<file path="src/rtl/sad_pkg.sv">
// Shared types, defaults and helpers for the full-search SAD motion-estimation scheduler.
package sad_pkg;

  typedef enum logic [1:0] {IDLE, RUN, DONE} state_t;

  localparam int BLK_DEF   = 4;
  localparam int RANGE_DEF = 2;
  localparam int SAD_W_DEF = 12;
  localparam int ACC_W_DEF = 16;
  localparam int MV_W_DEF  = 4;

  typedef logic signed [MV_W_DEF-1:0] mv_t;

  function automatic int NUM_CAND(input int range);
    return (2 * range + 1) * (2 * range + 1);
  endfunction

endpackage

</file>
<file path="src/rtl/sad_mv_counter.sv">
// Raster (mvy outer, mvx, row inner) walker over the search window; clr loads the first
// candidate, en advances one row and wraps back to the first candidate after the last.
module sad_mv_counter
  import sad_pkg::*;
#(
  parameter int BLK   = BLK_DEF,
  parameter int RANGE = RANGE_DEF,
  parameter int MV_W  = MV_W_DEF
) (
  input  logic                   clk,
  input  logic                   rst_n,
  input  logic                   clr_i,
  input  logic                   en_i,
  output logic [MV_W-1:0]        mvx_o,
  output logic [MV_W-1:0]        mvy_o,
  output logic [$clog2(BLK)-1:0] row_o,
  output logic                   row_last_o,
  output logic                   cand_last_o
);

  localparam int              ROW_W   = $clog2(BLK);
  localparam logic [MV_W-1:0] MV_MAX  = MV_W'(RANGE);
  localparam logic [MV_W-1:0] MV_MIN  = MV_W'(-RANGE);
  localparam logic [ROW_W-1:0] ROW_MAX = ROW_W'(BLK - 1);

  logic [MV_W-1:0]  mvx_q;
  logic [MV_W-1:0]  mvy_q;
  logic [ROW_W-1:0] row_q;
  logic             x_last;
  logic             y_last;

  assign x_last      = (mvx_q == MV_MAX);
  assign y_last      = (mvy_q == MV_MAX);
  assign row_last_o  = (row_q == ROW_MAX);
  assign cand_last_o = x_last & y_last;
  assign mvx_o       = mvx_q;
  assign mvy_o       = mvy_q;
  assign row_o       = row_q;

  always_ff @(posedge clk or negedge rst_n) begin
    if (!rst_n) begin
      mvx_q <= '0;
      mvy_q <= '0;
      row_q <= '0;
    end else if (clr_i) begin
      mvx_q <= MV_MIN;
      mvy_q <= MV_MIN;
      row_q <= '0;
    end else if (en_i) begin
      if (!row_last_o) begin
        row_q <= row_q + ROW_W'(1);
      end else begin
        row_q <= '0;
        mvx_q <= x_last ? MV_MIN : mvx_q + MV_W'(1);
        if (x_last) begin
          mvy_q <= y_last ? MV_MIN : mvy_q + MV_W'(1);
        end
      end
    end
  end

endmodule

</file>
<file path="src/rtl/sad_search_ctrl.sv">
// Full-search SAD scheduler: issues one row request per (mv, row), sums returned row SADs
// per candidate with saturation and keeps the earliest strictly-smallest candidate.
module sad_search_ctrl
  import sad_pkg::*;
#(
  parameter int BLK   = BLK_DEF,
  parameter int RANGE = RANGE_DEF,
  parameter int SAD_W = SAD_W_DEF,
  parameter int ACC_W = ACC_W_DEF,
  parameter int MV_W  = MV_W_DEF
) (
  input  logic                   clk,
  input  logic                   rst_n,
  input  logic                   start,
  output logic                   busy,
  output logic                   req_valid,
  input  logic                   req_ready,
  output logic [MV_W-1:0]        req_mvx,
  output logic [MV_W-1:0]        req_mvy,
  output logic [$clog2(BLK)-1:0] req_row,
  input  logic                   rsp_valid,
  input  logic [SAD_W-1:0]       rsp_sad,
  output logic                   done,
  output logic [ACC_W-1:0]       best_sad,
  output logic [MV_W-1:0]        best_mvx,
  output logic [MV_W-1:0]        best_mvy
);

  state_t            state_q;
  logic              busy_q;
  logic              req_valid_q;
  logic              done_q;
  logic              first_q;
  logic [ACC_W-1:0]  acc_q;
  logic [ACC_W-1:0]  acc_d;
  logic [ACC_W:0]    sum_wide;
  logic [ACC_W-1:0]  best_sad_q;
  logic [MV_W-1:0]   best_mvx_q;
  logic [MV_W-1:0]   best_mvy_q;

  logic              start_acc;
  logic              iss_en;
  logic              col_en;
  logic              iss_row_last;
  logic              iss_cand_last;
  logic [MV_W-1:0]   col_mvx;
  logic [MV_W-1:0]   col_mvy;
  logic [$clog2(BLK)-1:0] col_row;
  logic              col_row_last;
  logic              col_cand_last;

  assign start_acc = (state_q == IDLE) && start;
  assign iss_en    = (state_q == RUN) && req_valid_q && req_ready;
  assign col_en    = (state_q == RUN) && rsp_valid;

  sad_mv_counter #(.BLK(BLK), .RANGE(RANGE), .MV_W(MV_W)) u_issue (
    .clk        (clk),
    .rst_n      (rst_n),
    .clr_i      (start_acc),
    .en_i       (iss_en),
    .mvx_o      (req_mvx),
    .mvy_o      (req_mvy),
    .row_o      (req_row),
    .row_last_o (iss_row_last),
    .cand_last_o(iss_cand_last)
  );

  // Collect side walks the same raster on responses so it never depends on issue progress.
  sad_mv_counter #(.BLK(BLK), .RANGE(RANGE), .MV_W(MV_W)) u_collect (
    .clk        (clk),
    .rst_n      (rst_n),
    .clr_i      (start_acc),
    .en_i       (col_en),
    .mvx_o      (col_mvx),
    .mvy_o      (col_mvy),
    .row_o      (col_row),
    .row_last_o (col_row_last),
    .cand_last_o(col_cand_last)
  );

  always_comb begin
    sum_wide = {1'b0, acc_q} + (ACC_W+1)'(rsp_sad);
    acc_d    = sum_wide[ACC_W] ? {ACC_W{1'b1}} : sum_wide[ACC_W-1:0];
  end

  always_ff @(posedge clk or negedge rst_n) begin
    if (!rst_n) begin
      state_q     <= IDLE;
      busy_q      <= 1'b0;
      req_valid_q <= 1'b0;
      done_q      <= 1'b0;
      first_q     <= 1'b0;
      acc_q       <= '0;
      best_sad_q  <= {ACC_W{1'b1}};
      best_mvx_q  <= '0;
      best_mvy_q  <= '0;
    end else begin
      unique case (state_q)
        IDLE: begin
          if (start) begin
            state_q     <= RUN;
            busy_q      <= 1'b1;
            req_valid_q <= 1'b1;
            first_q     <= 1'b1;
            acc_q       <= '0;
          end
        end
        RUN: begin
          if (iss_en && iss_row_last && iss_cand_last) begin
            req_valid_q <= 1'b0;
          end
          if (col_en) begin
            if (col_row_last) begin
              acc_q   <= '0;
              first_q <= 1'b0;
              if (first_q || (acc_d < best_sad_q)) begin
                best_sad_q <= acc_d;
                best_mvx_q <= col_mvx;
                best_mvy_q <= col_mvy;
              end
              if (col_cand_last) begin
                state_q <= DONE;
                busy_q  <= 1'b0;
                done_q  <= 1'b1;
              end
            end else begin
              acc_q <= acc_d;
            end
          end
        end
        DONE: begin
          done_q  <= 1'b0;
          state_q <= IDLE;
        end
        default: state_q <= IDLE;
      endcase
    end
  end

  assign busy      = busy_q;
  assign req_valid = req_valid_q;
  assign done      = done_q;
  assign best_sad  = best_sad_q;
  assign best_mvx  = best_mvx_q;
  assign best_mvy  = best_mvy_q;

endmodule

</file>
<file path="config.mk">
export PLATFORM = sky130hd
export DESIGN_NAME = sad_search_ctrl
export DESIGN_NICKNAME = d
export VERILOG_FILES = /design/src/rtl/sad_pkg.sv /design/src/rtl/sad_mv_counter.sv /design/src/rtl/sad_search_ctrl.sv
export SDC_FILE = /design/constraint.sdc
export NUM_CORES = 1
export LEC_CHECK = 0
export CAP_MARGIN = 0
export CORE_MARGIN = 2
export CORE_UTILIZATION = 47
export DETAILED_ROUTE_END_ITERATION = 7
export PLACE_DENSITY = 0.82
export SYNTH_ARGS = -nofsm -noshare
export SYNTH_HDL_FRONTEND = slang
export SYNTH_SLANG_ARGS = --single-unit
</file>
<file path="constraint.sdc">
create_clock -name clk -period 5.3 [get_ports clk]
set_input_delay 1.06 -clock clk [delete_from_list [all_inputs] [get_ports clk]]
set_output_delay 1.06 -clock clk [all_outputs]
set_load 0.005 [all_outputs]
</file>
==> metrics.txt <==
status=finished, final reports clean; RSZ-0062 raised after global routing=no; Initial Utilization=between 40% and 50%; Setup TNS Final=0 ns; cts hold-fix bufs=0; CP max stage cell=fa_1; Synth Net Count=~440; dominant cell type by area after synthesis=dfrtp_1; cell count after placement=542; final antenna-violating net count=0; I/O pin cnt=54; number of synthesized flops with an enable pin=0; Iteration-0 DRC Markers=roughly 120; CP Max Fanout=12; Die W=between 90 and 100 µm; vias per cell=about 5.6; Cell Count, Final, Fillers Out=558; min Tclk post-route=about 4.9 ns; Worst-Margin Slew=approximately 0.84 ns; P_leak=between 2 and 2.5 nW; ys flop type=dfrtp_1; final number of setup-violating endpoints=0; Port Buffers=53; Post-synth ARST share=100.0%; TritonRoute pass-1 iters=4; VDD IR max=about 0.30 mV; # rows=33; WS Path Type=input port to flop; share of Yosys cell area claimed by the top area cell type=31.29%; synth-to-layout area growth=23.31%; synthesized instance count=about 380; pre-CTS setup slack=-0.01056 ns; delay-heaviest family, CP=compound AO/OA/AOI/OAI gates; distinct cell type count after synthesis=46; largest net degree at the start of global routing=67; crit-path cells=clkdlybuf4s50_1 -> ha_1 -> fa_1 -> and3_1 -> o211ai_2 -> nand2_1 -> a31oi_1 -> nand3b_1 -> nand4_1 -> ha_1 -> a211oi_1 -> nor2_1 -> o21ai_0 -> a21oi_1 -> a211oi_1 -> o211ai_4 -> buf_12 -> mux2_4; Fin Hold WS=~0.49 ns; Worst-Skew Late Latency=0.35 ns; Slew Viols, Final=0; initial antenna violation count=0; NumNets Final=503; Commonest cells post-synth=dfrtp_1 (50), ha_1 (37), nand2_1 (34); Clock Skews=between 0.009 and 0.01 ns; TritonCTS Buffers=9; Arr. time, crit path=roughly 5.2 ns; post-synthesis sequential area ratio=approximately two fifths; Buf+Inv Stages, Crit Path=2; final worst slack=0.3558 ns; RD Place Congestion=approximately 0.83; DRC viols=0; die area=~9300 µm²; Hold Crit Class=flop to flop; GRT Total Usage=20.97%; Syn Area/Cell=roughly 10 µm²; CTS tree=done; vias in the first global route=about 3300; Post-CTS Setup Bufs=0; Final Hold Violating Endpoints=0; global route total overflow=0; Max Freq=between 200 and 250 MHz; number of synthesized register bits=66; top-count cell post-synth=dfrtp_1; Yosys warnings=0; Die Y=96.24 µm; max incr delay on CP=0.41 ns; clk buf depth=2; root buffer cell=clkbuf_8; routed vias=around 3100; synthesized cell area=around 4000 µm²; HPWL Detailed=about 6400 µm; first-pass GRT wire length=15210 µm; Setup crit end kind=flop; max cap viols=0; Worst-path clk slew=around 0.08 ns; startpoint types=input port; diode count=0; Core Region=approximately 8000 µm²; CTS Sinks=66; drt wl/cell=15.73 µm; H-tree levels=3; pwr dens=633.1 nW/µm²; Max-slew headroom=around 44%; Resized cells post-CTS=0; Synth area leaders=dfrtp_1 (31%), ha_1 (12%), dfstp_2 (11%); layout cells sized above 1=approximately 16%; final total power=0.003122 W; CP required=approximately 5.6 ns; Final period util=93.29%; Fill cells=680; drt total wl=8780 µm
-- per-layer routing --
layer,share of wire [%],vias to the layer above,track usage [%]
li1,-,1524,-
met1,45,1531,26.16
met4,0.77,0,3.929
met5,0,-,0
met3,4.0,8,5.638
met2,50,62,36.57
-- power breakdown --
part	switching [W]	leakage, nW	internal, W
clock	0.000219	0.114	0.000269
combinational	0.000784	1.42	0.000877
sequential	0.000209	0.761	0.000764
-- cells in the final DEF, fill, tap and decap left out, drive strengths merged, types with 6 or more instances in the layout --
cell,count
clkdlybuf4s50,52
dfrtp,50
ha,37
nand2,34
inv,29
o21ai,25
mux2,25
nor2,23
a21oi,18
a22o,16
dfstp,16
nand3,10
clkbuf,9
a21o,8
xnor2,8
a31oi,7
nand4,7
buf,7
nand2b,6
nor3,6
and3,6
o211ai,6
-- worst reg2reg max path, cell delays in order (launching register included) --
cell	delay, ns
dfrtp_1	0.39
ha_1	0.22
fa_1	0.41
and3_1	0.22
o211ai_2	0.22
nand2_1	0.12
a31oi_1	0.40
nand3b_1	0.17
nand4_1	0.16
ha_1	0.24
a211oi_1	0.24
nor2_1	0.08
o21ai_0	0.15
a21oi_1	0.08
a211oi_1	0.37
o211ai_4	0.15
buf_12	0.18
mux2_4	0.29
-- stage by stage --
step	cell area (µm²)	utilization (%)
CTS	4931	60.01
global placement	4707	57.29
floorplan	3999	-
finish	4931	60.01
global route	4931	60.01
detailed placement	4707	57.29
-- flip-flops by register name, summed over array words and instances, names as in the netlist --
signal and flops:
best_mvy 4, done 1, u_issue.mvx_o 4, u_collect.mvx_o 4
first_q 1, u_collect.mvy_o 4, req_valid 1, u_issue.row_o 2
best_sad 16, acc_q 16, u_collect.row_o 2, busy 1
u_issue.mvy_o 4, state_q 2, best_mvx 4
-- final timing paths --
path | from | slack (ns) | to | cells after the start
max in group asynchronous | rst_n | 3.86 | u_collect.mvy_o[1]$_DFFE_PN0P_ | 2
setup / recovery | rsp_sad[0] | 0.36 | best_mvx[1]$_DFFE_PN0P_ | 18
hold / removal | busy$_DFFE_PN0P_ | 0.49 | busy$_DFFE_PN0P_ | 2
min in group asynchronous | rst_n | 0.86 | acc_q[5]$_DFFE_PN0P_ | 2
setup reg to reg | acc_q[0]$_DFFE_PN0P_ | 1.09 | best_mvx[1]$_DFFE_PN0P_ | 17
hold reg to reg | busy$_DFFE_PN0P_ | 0.49 | busy$_DFFE_PN0P_ | 2
-- cells by family (layout without fill, tap and decap cells) --
family | count (synthesis) | after routing | synth area share, %
simple gates | 110 | 110 | 13.70
compound gates | 98 | 98 | 17.02
flops | 66 | 66 | 41.80
fa+ha+maj | 38 | 38 | 12.08
buf+inv | 32 | 102 | 3.379
mux | 26 | 26 | 9.168
xor+xnor | 13 | 13 | 2.847
-- layout make-up --
class / count / area (µm²) / area share [%]
clock buffers: 9 / 123.9 / 2.512
clock inverters: 7 / 100.1 / 2.030
inverters: 27 / 101.3 / 2.055
multi-input cells: 285 / 2207 / 44.76
flip-flops and latches: 66 / 1672 / 33.90
well taps: 105 / 131.4 / 2.664
repair buffers: 59 / 595.6 / 12.08
(Power assumes the default switching activity.)
